===== config.mk =====
export PLATFORM = sky130hd
export DESIGN_NAME = mul_pipe_ctrl
export DESIGN_NICKNAME = d
export VERILOG_FILES = /design/src/rtl/mul_pipe_ctrl.sv
export SDC_FILE = /design/constraint.sdc
export NUM_CORES = 1
export LEC_CHECK = 0
export ABC_AREA = 0
export BUFFER_PORTS_ARGS = -buffer_cell sky130_fd_sc_hd__buf_2
export CAP_MARGIN = 10
export CORE_UTILIZATION = 51
export CTS_BUF_LIST = sky130_fd_sc_hd__clkbuf_8
export DETAILED_ROUTE_END_ITERATION = 8
export GPL_ROUTABILITY_DRIVEN = 0
export GPL_TIMING_DRIVEN = 0
export PLACE_DENSITY_LB_ADDON = 0.15
export SLEW_MARGIN = 10
export SYNTH_ARGS = -nofsm -noshare
export SYNTH_HDL_FRONTEND = slang
export SYNTH_SLANG_ARGS = --single-unit

===== constraint.sdc =====
create_clock -name clk -period 1.4 [get_ports clk]
set_input_delay 0 -clock clk [delete_from_list [all_inputs] [get_ports clk]]
set_output_delay 0 -clock clk [all_outputs]
set_load 0.02 [all_outputs]

===== src/rtl/mul_pipe_ctrl.sv =====
// Control for a three-step multiply datapath: two-requester round-robin intake,
// per-step load enables with bubble-collapsing stalls, result handshake and sticky exception flags.
module mul_pipe_ctrl #(
  parameter int unsigned TAG_W = 3
) (
  input  logic                 clk,
  input  logic                 rst,
  input  logic [1:0]           req_valid,
  output logic [1:0]           req_ready,
  input  logic [2*TAG_W-1:0]   req_tag,
  output logic                 op_sel,
  output logic [2:0]           stage_en,
  input  logic                 dp_ovf,
  input  logic                 dp_unf,
  output logic                 resp_valid,
  input  logic                 resp_ready,
  output logic                 resp_src,
  output logic [TAG_W-1:0]     resp_tag,
  output logic                 resp_ovf,
  output logic                 resp_unf,
  input  logic                 flush,
  input  logic                 flag_clr,
  output logic                 sticky_ovf,
  output logic                 sticky_unf,
  output logic [1:0]           inflight
);

  typedef enum logic {
    PTR_A = 1'b0,
    PTR_B = 1'b1
  } ptr_e;

  ptr_e             ptr_q, ptr_d;

  logic             v1_q, v1_d;
  logic             v2_q, v2_d;
  logic             v3_q, v3_d;
  logic             src1_q, src1_d;
  logic             src2_q, src2_d;
  logic             src3_q, src3_d;
  logic [TAG_W-1:0] tag1_q, tag1_d;
  logic [TAG_W-1:0] tag2_q, tag2_d;
  logic [TAG_W-1:0] tag3_q, tag3_d;
  logic             ovf3_q, ovf3_d;
  logic             unf3_q, unf3_d;
  logic             sticky_ovf_q, sticky_ovf_d;
  logic             sticky_unf_q, sticky_unf_d;

  logic             en1, en2;
  logic             can_accept;
  logic             accept;
  logic             grant_b;
  logic             resp_hs;
  logic [TAG_W-1:0] tag_a, tag_b;

  assign tag_a = req_tag[TAG_W-1:0];
  assign tag_b = req_tag[2*TAG_W-1:TAG_W];

  // Advance enables: a step loads when its successor is empty or draining this cycle.
  always_comb begin
    en2        = v2_q & (~v3_q | resp_ready);
    en1        = v1_q & (~v2_q | en2);
    can_accept = ~flush & (~v1_q | en1);
    grant_b    = req_valid[1] & (~req_valid[0] | (ptr_q == PTR_B));
    accept     = can_accept & (|req_valid);
    resp_hs    = v3_q & resp_ready;
  end

  always_comb begin
    ptr_d        = ptr_q;
    v1_d         = accept | (v1_q & ~en1);
    v2_d         = en1 | (v2_q & ~en2);
    v3_d         = en2 | (v3_q & ~resp_ready);
    src1_d       = src1_q;
    tag1_d       = tag1_q;
    src2_d       = src2_q;
    tag2_d       = tag2_q;
    src3_d       = src3_q;
    tag3_d       = tag3_q;
    ovf3_d       = ovf3_q;
    unf3_d       = unf3_q;
    sticky_ovf_d = (resp_hs & ovf3_q) | (sticky_ovf_q & ~flag_clr);
    sticky_unf_d = (resp_hs & unf3_q) | (sticky_unf_q & ~flag_clr);

    if (accept) begin
      src1_d = grant_b;
      tag1_d = grant_b ? tag_b : tag_a;
      ptr_d  = grant_b ? PTR_A : PTR_B;
    end
    if (en1) begin
      src2_d = src1_q;
      tag2_d = tag1_q;
    end
    if (en2) begin
      src3_d = src2_q;
      tag3_d = tag2_q;
      ovf3_d = dp_ovf;
      unf3_d = dp_unf;
    end

    // Flush empties the pipe but a response delivered this cycle still updates the flags above.
    if (flush) begin
      v1_d = 1'b0;
      v2_d = 1'b0;
      v3_d = 1'b0;
    end
  end

  always_ff @(posedge clk) begin
    if (rst) begin
      ptr_q        <= PTR_A;
      v1_q         <= 1'b0;
      v2_q         <= 1'b0;
      v3_q         <= 1'b0;
      src1_q       <= 1'b0;
      src2_q       <= 1'b0;
      src3_q       <= 1'b0;
      tag1_q       <= '0;
      tag2_q       <= '0;
      tag3_q       <= '0;
      ovf3_q       <= 1'b0;
      unf3_q       <= 1'b0;
      sticky_ovf_q <= 1'b0;
      sticky_unf_q <= 1'b0;
    end else begin
      ptr_q        <= ptr_d;
      v1_q         <= v1_d;
      v2_q         <= v2_d;
      v3_q         <= v3_d;
      src1_q       <= src1_d;
      src2_q       <= src2_d;
      src3_q       <= src3_d;
      tag1_q       <= tag1_d;
      tag2_q       <= tag2_d;
      tag3_q       <= tag3_d;
      ovf3_q       <= ovf3_d;
      unf3_q       <= unf3_d;
      sticky_ovf_q <= sticky_ovf_d;
      sticky_unf_q <= sticky_unf_d;
    end
  end

  // Outputs are forced idle while reset is held, even before the first reset edge.
  always_comb begin
    req_ready  = 2'b00;
    if (accept && !rst) begin
      req_ready = grant_b ? 2'b10 : 2'b01;
    end
    op_sel     = grant_b;
    stage_en   = rst ? 3'b000 : {en2, en1, accept};
    resp_valid = v3_q & ~rst;
    resp_src   = src3_q;
    resp_tag   = tag3_q;
    resp_ovf   = ovf3_q;
    resp_unf   = unf3_q;
    sticky_ovf = sticky_ovf_q & ~rst;
    sticky_unf = sticky_unf_q & ~rst;
    inflight   = rst ? 2'd0 : ({1'b0, v1_q} + {1'b0, v2_q} + {1'b0, v3_q});
  end

endmodule


==> metrics, run 1 <==
Slew Limit Fails 0; core region area 1750 µm²; Slew HR 0.588; # DRC 0; HPWL Detailed 1580 µm; total negative slack -0.0128 ns; Post-Syn Instances 105; htree depth 1; CTS tree done; peak supply drop 0.658 mV; status finished with violations; initial core utilization 0.546; die width 45.2 µm; Total Wirelength around 2300 µm; hold path cells 3; number of iterations in the first detailed-routing pass 4; Worst Path Class, Setup flop to output port; crit path cell chain fa_1 > nor2b_4 > buf_6; Routed wire per std cell 13.4 µm; sequential fraction of the synthesis area 0.420; RSZ-0062 raised after global routing yes; power density cells around 950 nW/µm²; DRT iter0 DRCs 13; Reg2Reg Depth 4; Distinct cells, synth 26; Worst EP required 1.40 ns; Pwr Total 0.00119 W; static leakage power 0.558 nW; Worst EP arrival ~1.4 ns; # Max-Cap Violations 0; CTS Sinks 20; IO Count 32; fmax 709 MHz; Clock transition at path regs 0.07 ns; # diodes 0; syn_nets between 100 and 150; hold buffers post-CTS 0; worst-path cell with the longest stage delay fa_1; Cell Area, Synth 953 µm²; Worst Tran Pin Value 0.618 ns; Critical Path Source Type flop; Tot GR Track Use 0.249; #FFs+latches synth 20; layout cells sized above 1 0.375; Tcrit/Tclk final 1.01; commonest non-fill, non-tap cell in the layout buf_2; crit-path max cell delay 0.54 ns; Ys Warns 0; CTS Buf Count 3; Synth Area per Inst 9.08 µm²; # port buffers 31; die footprint roughly 2000 µm²; min Tclk post-route 1.41 ns; DR vias/cell 5.46; FP Rows 15; post-route ant nets 0; final worst slack -0.00959 ns; Vias about 900; CTS root buf clkbuf_8; clk_lat worst skew 0.26 ns; Final setup viols 2; failing checks setup timing; largest net degree at the start of global routing 12; vias in the first global route 811; final number of hold-violating endpoints 0; Die H 45.2 µm; DP Worst Slack 0.0872 ns; most frequent cells in the layout buf_2 (29), dfxtp_1 (17), a21oi_1 (14); GRT overflow 0; clk buf depth 2; first-pass GRT wire length 3650 µm; NumNets Final between 150 and 200; Crit Path Max Fanout 2; antenna violations before repair 0; HP Class input port to flop; final clock skew 0.00410 ns; Setup crit end kind output port; Area Overhead vs Synth 31.6%
power by group:
group          switching, W  leakage, nW  internal, W
Clock              0.000188       0.0288     0.000250
Combinational     0.0000888        0.365    0.0000675
Sequential        0.0000115        0.165     0.000584
Total              0.000288        0.558     0.000901
worst paths after layout:
kind | start | slack, ns | end
worst min register to register | src2_q | 0.47 | resp_src
worst max-delay path | v1_q | -0.01 | inflight[0]
worst max register to register | v3_q | 0.17 | src1_q
worst min-delay path | dp_ovf | 0.0008 | resp_ovf
cell families after synthesis:
group                      synth area share
AOI/OAI and AO/OA                     0.269
DFF                                   0.420
and+or+nand+nor                       0.251
buffers and inverters                0.0394
adders and majority gates            0.0210
timing repair:
| action | 4_1_cts | 5_1_grt |
|---|---|---|
| endpoints found under the setup margin | 4 | 4 |
| setup buffers | 1 | 3 |
| pin swaps | 0 | 1 |
| resized for setup | 6 | 5 |
layer usage:
metal  track usage  vias up  part of all wire
li1              -      465                 -
met1         0.326      435              0.45
met2         0.403       17              0.51
met3        0.0440        6             0.024
met4         0.103        0             0.015
met5             0        -                 0
synth_stat cells:
master,n,area (µm²)
and4b_1,1,10.0
a32oi_1,2,17.5
nor2b_1,5,31.3
nor3_1,4,20.0
nand3b_1,1,7.51
nand4b_4,1,23.8
nand2b_1,1,6.26
nand3_1,13,65.1
and2_4,1,8.76
a21boi_0,3,22.5
or2b_4,1,11.3
inv_1,5,18.8
o211ai_1,1,7.51
and3b_1,1,8.76
o21ba_2,2,20.0
o31a_1,1,8.76
o21ai_0,13,65.1
nor2_1,5,18.8
nor4_2,1,12.5
dfxtp_1,20,400
and2b_1,2,15.0
a311oi_2,3,45.0
clkbuf_1,2,7.51
a21oi_1,14,70.1
buf_6,1,11.3
fa_1,1,20.0
sequential cells by signal (all words and copies together) (netlist names):
register and cells:
ptr_q 1, resp_ovf 1, resp_src 1, resp_tag 3
resp_unf 1, src1_q 1, src2_q 1, sticky_ovf_q 1
sticky_unf_q 1, tag1_q 3, tag2_q 3, v1_q 1
v2_q 1, v3_q 1
cell type report:
class / count / area [µm²]
multi-input combinational: 77 / 528
clock buffer: 4 / 55.1
tap: 25 / 31.3
inverter: 5 / 18.8
sequential: 20 / 409
fill: 136 / 490
buffer: 3 / 18.8
timing repair buffer: 35 / 194
stage by stage:
stage | hold slack (ns) | utilization | instances | area [µm²]
final | 0.000785 | 0.719 | 169 | 1250
after global routing | 0.0116 | 0.719 | 169 | 1250
after CTS | 0.00634 | 0.695 | 166 | 1210
after detailed placement | 0.260 | 0.653 | 161 | 1140
after global placement | 0.256 | 0.653 | 161 | 1140
after floorplan | 0.0781 | - | 105 | 953
critical path: cells and delay by family, from the launching register on:
family                   cells  cell delay, ns
buffers and inverters        1            0.12
flip-flops                   1            0.35
AND/OR/NAND/NOR              1            0.14
adder cells (fa/ha/maj)      1            0.54
Note: power is estimated with default switching activity, not from simulation.
==> inputs of run 2 (changes only) <==
--- a/config.mk
+++ b/config.mk
@@ -14,6 +14,7 @@
 export GPL_ROUTABILITY_DRIVEN = 0
 export GPL_TIMING_DRIVEN = 0
 export PLACE_DENSITY_LB_ADDON = 0.15
+export RECOVER_POWER = 50
 export SLEW_MARGIN = 10
 export SYNTH_ARGS = -nofsm -noshare
 export SYNTH_HDL_FRONTEND = slang
==> run 2 against run 1 <==
Against the previous run:
- critical path depth grew 2
- global-route usage unchanged
- hold slack improved by 0.0035 ns
- setup slack about the same
- non-clock buffer count is the same
- the run still ends with setup timing left
- first-iteration DRC count up 31%
- cell count did not move
- sequential cell count is the same
- total power shrank 0.34%
- register-to-register slack about the same
==> metrics, run 2 (synthesis results as in run 1) <==
status finished with violations; failing checks setup timing; clk buf depth 2 (unchanged); # Max-Cap Violations 0 (unchanged); Area Overhead vs Synth 30.1%; Net Sw Frac 0.240 (-0.00200); peak supply drop 0.659 mV (+0.15%); final clock skew 0.00244 ns (-0.00166 ns); core region area 1750 µm² (unchanged); DP Worst Slack 0.0872 ns (unchanged); crit path cell chain buf_4 > nand4b_4 > o211ai_1 > nor3_1 > buf_2; Filler cells 143 (+5.1%); Clk pwr share 0.367 (about the same); Worst EP required 1.40 ns (about the same); Crit Path Max Fanout 8 (+6); die width 45.2 µm (unchanged); CTS tree done; M2 GR Usage 0.403 (unchanged); hold buffers post-CTS 0 (unchanged); Slew HR 0.589 (+0.00110); # port buffers 31 (unchanged); htree depth 1 (unchanged); layout cells sized above 1 0.306 (-0.0694); final worst slack -0.00964 ns (-0.0000490 ns); Die H 45.2 µm (unchanged); Final setup viols 2 (unchanged); Slew Limit Fails 0 (unchanged); vias in the first global route 811 (unchanged); min Tclk post-route 1.41 ns (+0.0000490 ns); multi-input logic area 524 µm² (-0.71%); Post-Layout Cell Count 169 (unchanged); CTS root buf clkbuf_8; post-route ant nets 0 (unchanged); Routed wire per std cell 13.5 µm (+0.70%); commonest non-fill, non-tap cell in the layout buf_2; Tcrit/Tclk final 1.01 (about the same); fmax 709 MHz (about the same); Total Wirelength 2290 µm (+0.70%); grt peak-use layer met2; die footprint 2050 µm² (unchanged); first-pass GRT wire length 3650 µm (unchanged); met1 track demand over resource 0.326 (unchanged); FP Rows 15 (unchanged); RSZ-0062 raised after global routing yes; GR Util met3 0.0440 (unchanged); IO Count 32 (unchanged); antenna violations before repair 0 (unchanged); number of iterations in the first detailed-routing pass 4 (unchanged); NumNets Final 161 (unchanged); HPWL Detailed 1580 µm (unchanged); combinational power share 0.131 (about the same); Setup crit end kind output port; largest net degree at the start of global routing 12 (unchanged); Flop pwr share 0.502 (+0.002); HP Class input port to flop; Internal 0.000901 W (about the same); most frequent cells in the layout buf_2 (20), dfxtp_1 (17), a21oi_1 (14); Worst Path Class, Setup flop to output port; CTS Buf Count 3 (unchanged); CTS Sinks 20 (unchanged); crit-path max cell delay 0.37 ns (-0.17 ns); static leakage power 0.516 nW (-7.5%); worst-path cell with the longest stage delay dfxtp_4; DR vias/cell 5.54 (+1.5%); # diodes 0 (unchanged); DRT iter0 DRCs 17 (+4); sequential standard cell area 409 µm² (unchanged); Reg2Reg Depth 4 (unchanged); Critical Path Source Type flop; GRT overflow 0 (unchanged); Tot GR Track Use 0.249 (unchanged); Vias 937 (+1.5%); Clock transition at path regs 0.07 ns (about the same); hold path cells 3 (unchanged); power density cells 956 nW/µm² (+0.86%); clk_lat worst skew 0.25 ns (about the same); Worst Tran Pin Value 0.616 ns (-0.00165 ns); switching pwr 0.000284 W (-1.2%); final number of hold-violating endpoints 0 (unchanged); # DRC 0 (unchanged); placed insts 161 (unchanged); Worst EP arrival 1.41 ns (about the same); initial core utilization 0.546 (unchanged)
[run 2: cell types whose count changed in the layout (fill, tap and decap cells not counted), sizes merged]
cell / change
buf: -9
clkbuf: +9
[run 2: final cells by class]
class	count	share of cell area
multi-input cells	77	0.423
flip-flops and latches	20	0.330
repair buffers	35	0.147
clock buffers	4	0.0444
inverters	5	0.0151
plain buffers	3	0.0151
well taps	25	0.0252
[run 2: metal layers]
metal | wire [µm] | vias to the layer above
met1 | 980 | 442
met5 | 0 | -
li1 | - | 466
met2 | 1170 | 23
met4 | 36 | 0
met3 | 102 | 6
[run 2: worst max-delay path: cells and delay by family (launching register included)]
family / cells / cell delay [ns]
AOI/OAI and AO/OA: 1 / 0.14
DFF: 1 / 0.37
and+or+nand+nor: 2 / 0.29
buffers and inverters: 2 / 0.35
[run 2: power by group through the flow]
stage | registers (W) | logic [W] | clock network [W]
after global routing | 0.000597 | 0.000172 | 0.000462
after CTS | 0.000595 | 0.000148 | 0.000433
after floorplan | 0.000611 | 0.0000884 | 0
after global placement | 0.000613 | 0.000137 | 0
final | 0.000595 | 0.000155 | 0.000434
after detailed placement | 0.000614 | 0.000140 | 0
[run 2: stage by stage]
step	total power (W)	instance area, µm²	setup TNS [ns]	utilization	hold WS (ns)
final	0.00119	1240	-0.0124	0.710	0.00431
after global routing	0.00123	1240	-0.0907	0.710	0.0116
after CTS	0.00118	1210	-0.00845	0.695	0.00634
after detailed placement	0.000754	1140	0	0.653	0.260
after global placement	0.000750	1140	0	0.653	0.256
after floorplan	0.000700	953	0	-	0.0781
[run 2: path summary, 6_finish.rpt]
| path | start | endpoint | slack (ns) |
|---|---|---|---|
| worst max-delay path | v3_q | req_ready[1] | -0.01 |
| worst min register to register | src2_q | resp_src | 0.47 |
| worst max register to register | v3_q | src1_q | 0.16 |
| worst min-delay path | dp_ovf | resp_ovf | 0.004 |
[run 2: timing repair]
item,4_1_cts,5_1_grt
gates resized for setup,6,5
setup buffers,1,3
gates cloned,0,0
setup endpoints to repair,4,4
pin swaps,0,1
==> inputs of run 3 (changes only) <==
--- a/config.mk
+++ b/config.mk
@@ -8,6 +8,7 @@
 export ABC_AREA = 0
 export BUFFER_PORTS_ARGS = -buffer_cell sky130_fd_sc_hd__buf_2
 export CAP_MARGIN = 10
+export CORE_MARGIN = 3
 export CORE_UTILIZATION = 51
 export CTS_BUF_LIST = sky130_fd_sc_hd__clkbuf_8
 export DETAILED_ROUTE_END_ITERATION = 8
==> run 3 against run 2 <==
Against the previous run:
- via count is 2.2% higher
- clock power is 2% higher
- setup slack better by 0.0042 ns
- sequential power hardly changed
- fmax is 0.30% higher
- the run ends with hold timing, setup timing left
- non-clock buffer count is 4 higher
- cell area is 2.5% higher
- utilization is 7.0 points higher
- combinational power is 6% higher
- sequential share of layout area is 0.62 points lower
- largest cell class unchanged
- global-route usage is 5.0 points lower
- hold slack worse by 0.0065 ns
==> metrics, run 3 (synthesis results as in run 1) <==
Area Overhead vs Synth 33.3%; Routed wire per std cell 14.2 µm (+5.2%); # diodes 0 (unchanged); Critical Path Source Type flop; Net Sw Frac 0.248 (+0.00754); clk buf depth 2 (unchanged); antenna violations before repair 0 (unchanged); Slew Limit Fails 0 (unchanged); CTS tree done; Setup crit end kind output port; final worst slack -0.00544 ns (+0.00419 ns); initial core utilization 0.585 (+0.0390); IO Count 32 (unchanged); combinational power share 0.137 (+0.006); total negative slack -0.00544 ns (+0.00696 ns); vias in the first global route 852 (+5.1%); HPWL Detailed 1640 µm (+3.5%); Flop pwr share 0.494 (-0.008); final clock skew 0.00344 ns (+0.000996 ns); htree depth 1 (unchanged); # port buffers 31 (unchanged); Crit Path Max Fanout 2 (-6); GRT overflow 0 (unchanged); worst hold slack -0.00215 ns (-0.00646 ns); layout cells sized above 1 0.324 (+0.0188); placed insts 160 (-0.62%); core region area 1630 µm² (-6.7%); power density cells 945 nW/µm² (-1.1%); Clock transition at path regs 0.08 ns (about the same); switching pwr 0.000298 W (+4.6%); largest net degree at the start of global routing 12 (unchanged); Pwr Total 0.00120 W (+1.4%); Worst Tran Pin Value 0.583 ns (-0.0326 ns); Filler cells 124 (-13%); Vias 958 (+2.2%); first-pass GRT wire length 3810 µm (+4.3%); number of iterations in the first detailed-routing pass 4 (unchanged); failing checks hold timing, setup timing; # Max-Cap Violations 0 (unchanged); commonest non-fill, non-tap cell in the layout buf_2; Clk pwr share 0.369 (+0.002); Worst Path Class, Setup flop to output port; CTS root buf clkbuf_8; most frequent cells in the layout buf_2 (21), dfxtp_1 (17), a21oi_1 (14); CTS Sinks 20 (unchanged); Slew HR 0.611 (+0.0217); Post-Layout Cell Count 172 (+1.8%); DRT iter0 DRCs 30 (+13); min Tclk post-route 1.41 ns (-0.00419 ns); Total Wirelength 2450 µm (+7.0%); static leakage power 0.532 nW (+3.0%); Worst EP arrival 1.41 ns (about the same); Final setup viols 1 (-1); die width 49.2 µm (+8.8%); FP Rows 14 (-1); Tot GR Track Use 0.199 (-0.0497); # DRC 0 (unchanged); peak supply drop 0.799 mV (+21%); Worst EP required 1.40 ns (about the same); status finished with violations; post-route ant nets 0 (unchanged); Die H 49.2 µm (+8.8%); DR vias/cell 5.57 (+0.46%); final number of hold-violating endpoints 1 (+1); CTS Buf Count 3 (unchanged); clk_lat worst skew 0.26 ns (about the same); die footprint 2420 µm² (+18%); HP Class input port to flop; RSZ-0062 raised after global routing yes; Internal 0.000904 W (+0.41%); NumNets Final 165 (+2.5%); Tcrit/Tclk final 1.00 (-0.00299); fmax 712 MHz (+0.30%)
[run 3: cell types whose count changed in the layout (fill, tap and decap cells not counted), sizes merged]
cell and change:
buf +2, clkbuf +1, dlygate4sd3 +1
[run 3: metrics by stage]
| step | instance area, µm² | utilization | setup slack, ns |
|---|---|---|---|
| 3_5_place_dp | 1140 | 0.699 | 0.0960 |
| 2_1_floorplan | 953 | - | 0.152 |
| 3_3_place_gp | 1140 | 0.699 | 0.115 |
| 6_report | 1270 | 0.780 | -0.00544 |
| 4_1_cts | 1230 | 0.755 | -0.00746 |
| 5_1_grt | 1270 | 0.780 | -0.0947 |
[run 3: what timing repair did]
action,in CTS,in global routing
gates resized for setup,6,6
setup endpoints to repair,5,3
buffers inserted,2,5
hold buffers,1,0
pin swaps,0,1
endpoints found under the hold margin,1,0
[run 3: worst max-delay path, cell delays in order, from the launching register on]
cell and delay (ns):
dfxtp_4 0.36, fa_1 0.52, nor2b_2 0.14, buf_6 0.13
[run 3: path summary, 6_finish.rpt]
path,startpoint,end,slack [ns],cells after the start
min,dp_ovf,resp_ovf,-0.002,3
max,v1_q,inflight[0],-0.005,3
max reg2reg,v1_q,src1_q,0.17,5
min reg2reg,tag2_q[1],resp_tag[1],0.47,2
[run 3: layout make-up]
| cell class | instances | area, µm² | area share |
|---|---|---|---|
| buffer | 3 | 18.8 | 0.0148 |
| clock buffer | 4 | 55.1 | 0.0433 |
| inverter | 5 | 18.8 | 0.0148 |
| multi-input combinational | 77 | 524 | 0.412 |
| sequential | 20 | 412 | 0.324 |
| tap | 24 | 30.0 | 0.0236 |
| timing repair buffer | 39 | 213 | 0.167 |
[run 3: power groups by stage]
stage          clock network [W]   logic, W  registers (W)
2_1_floorplan                  0  0.0000884       0.000611
3_3_place_gp                   0   0.000137       0.000613
3_5_place_dp                   0   0.000140       0.000614
4_1_cts                 0.000441   0.000154       0.000595
5_1_grt                 0.000481   0.000179       0.000595
6_report                0.000444   0.000164       0.000594
[run 3: per-layer routing]
layer  track usage  vias up  routed length, µm
met5             0        -                  0
met3        0.0367        7                131
met2         0.319       34               1170
met4        0.0853        0                 59
li1              -      468                  -
met1         0.259      449               1090
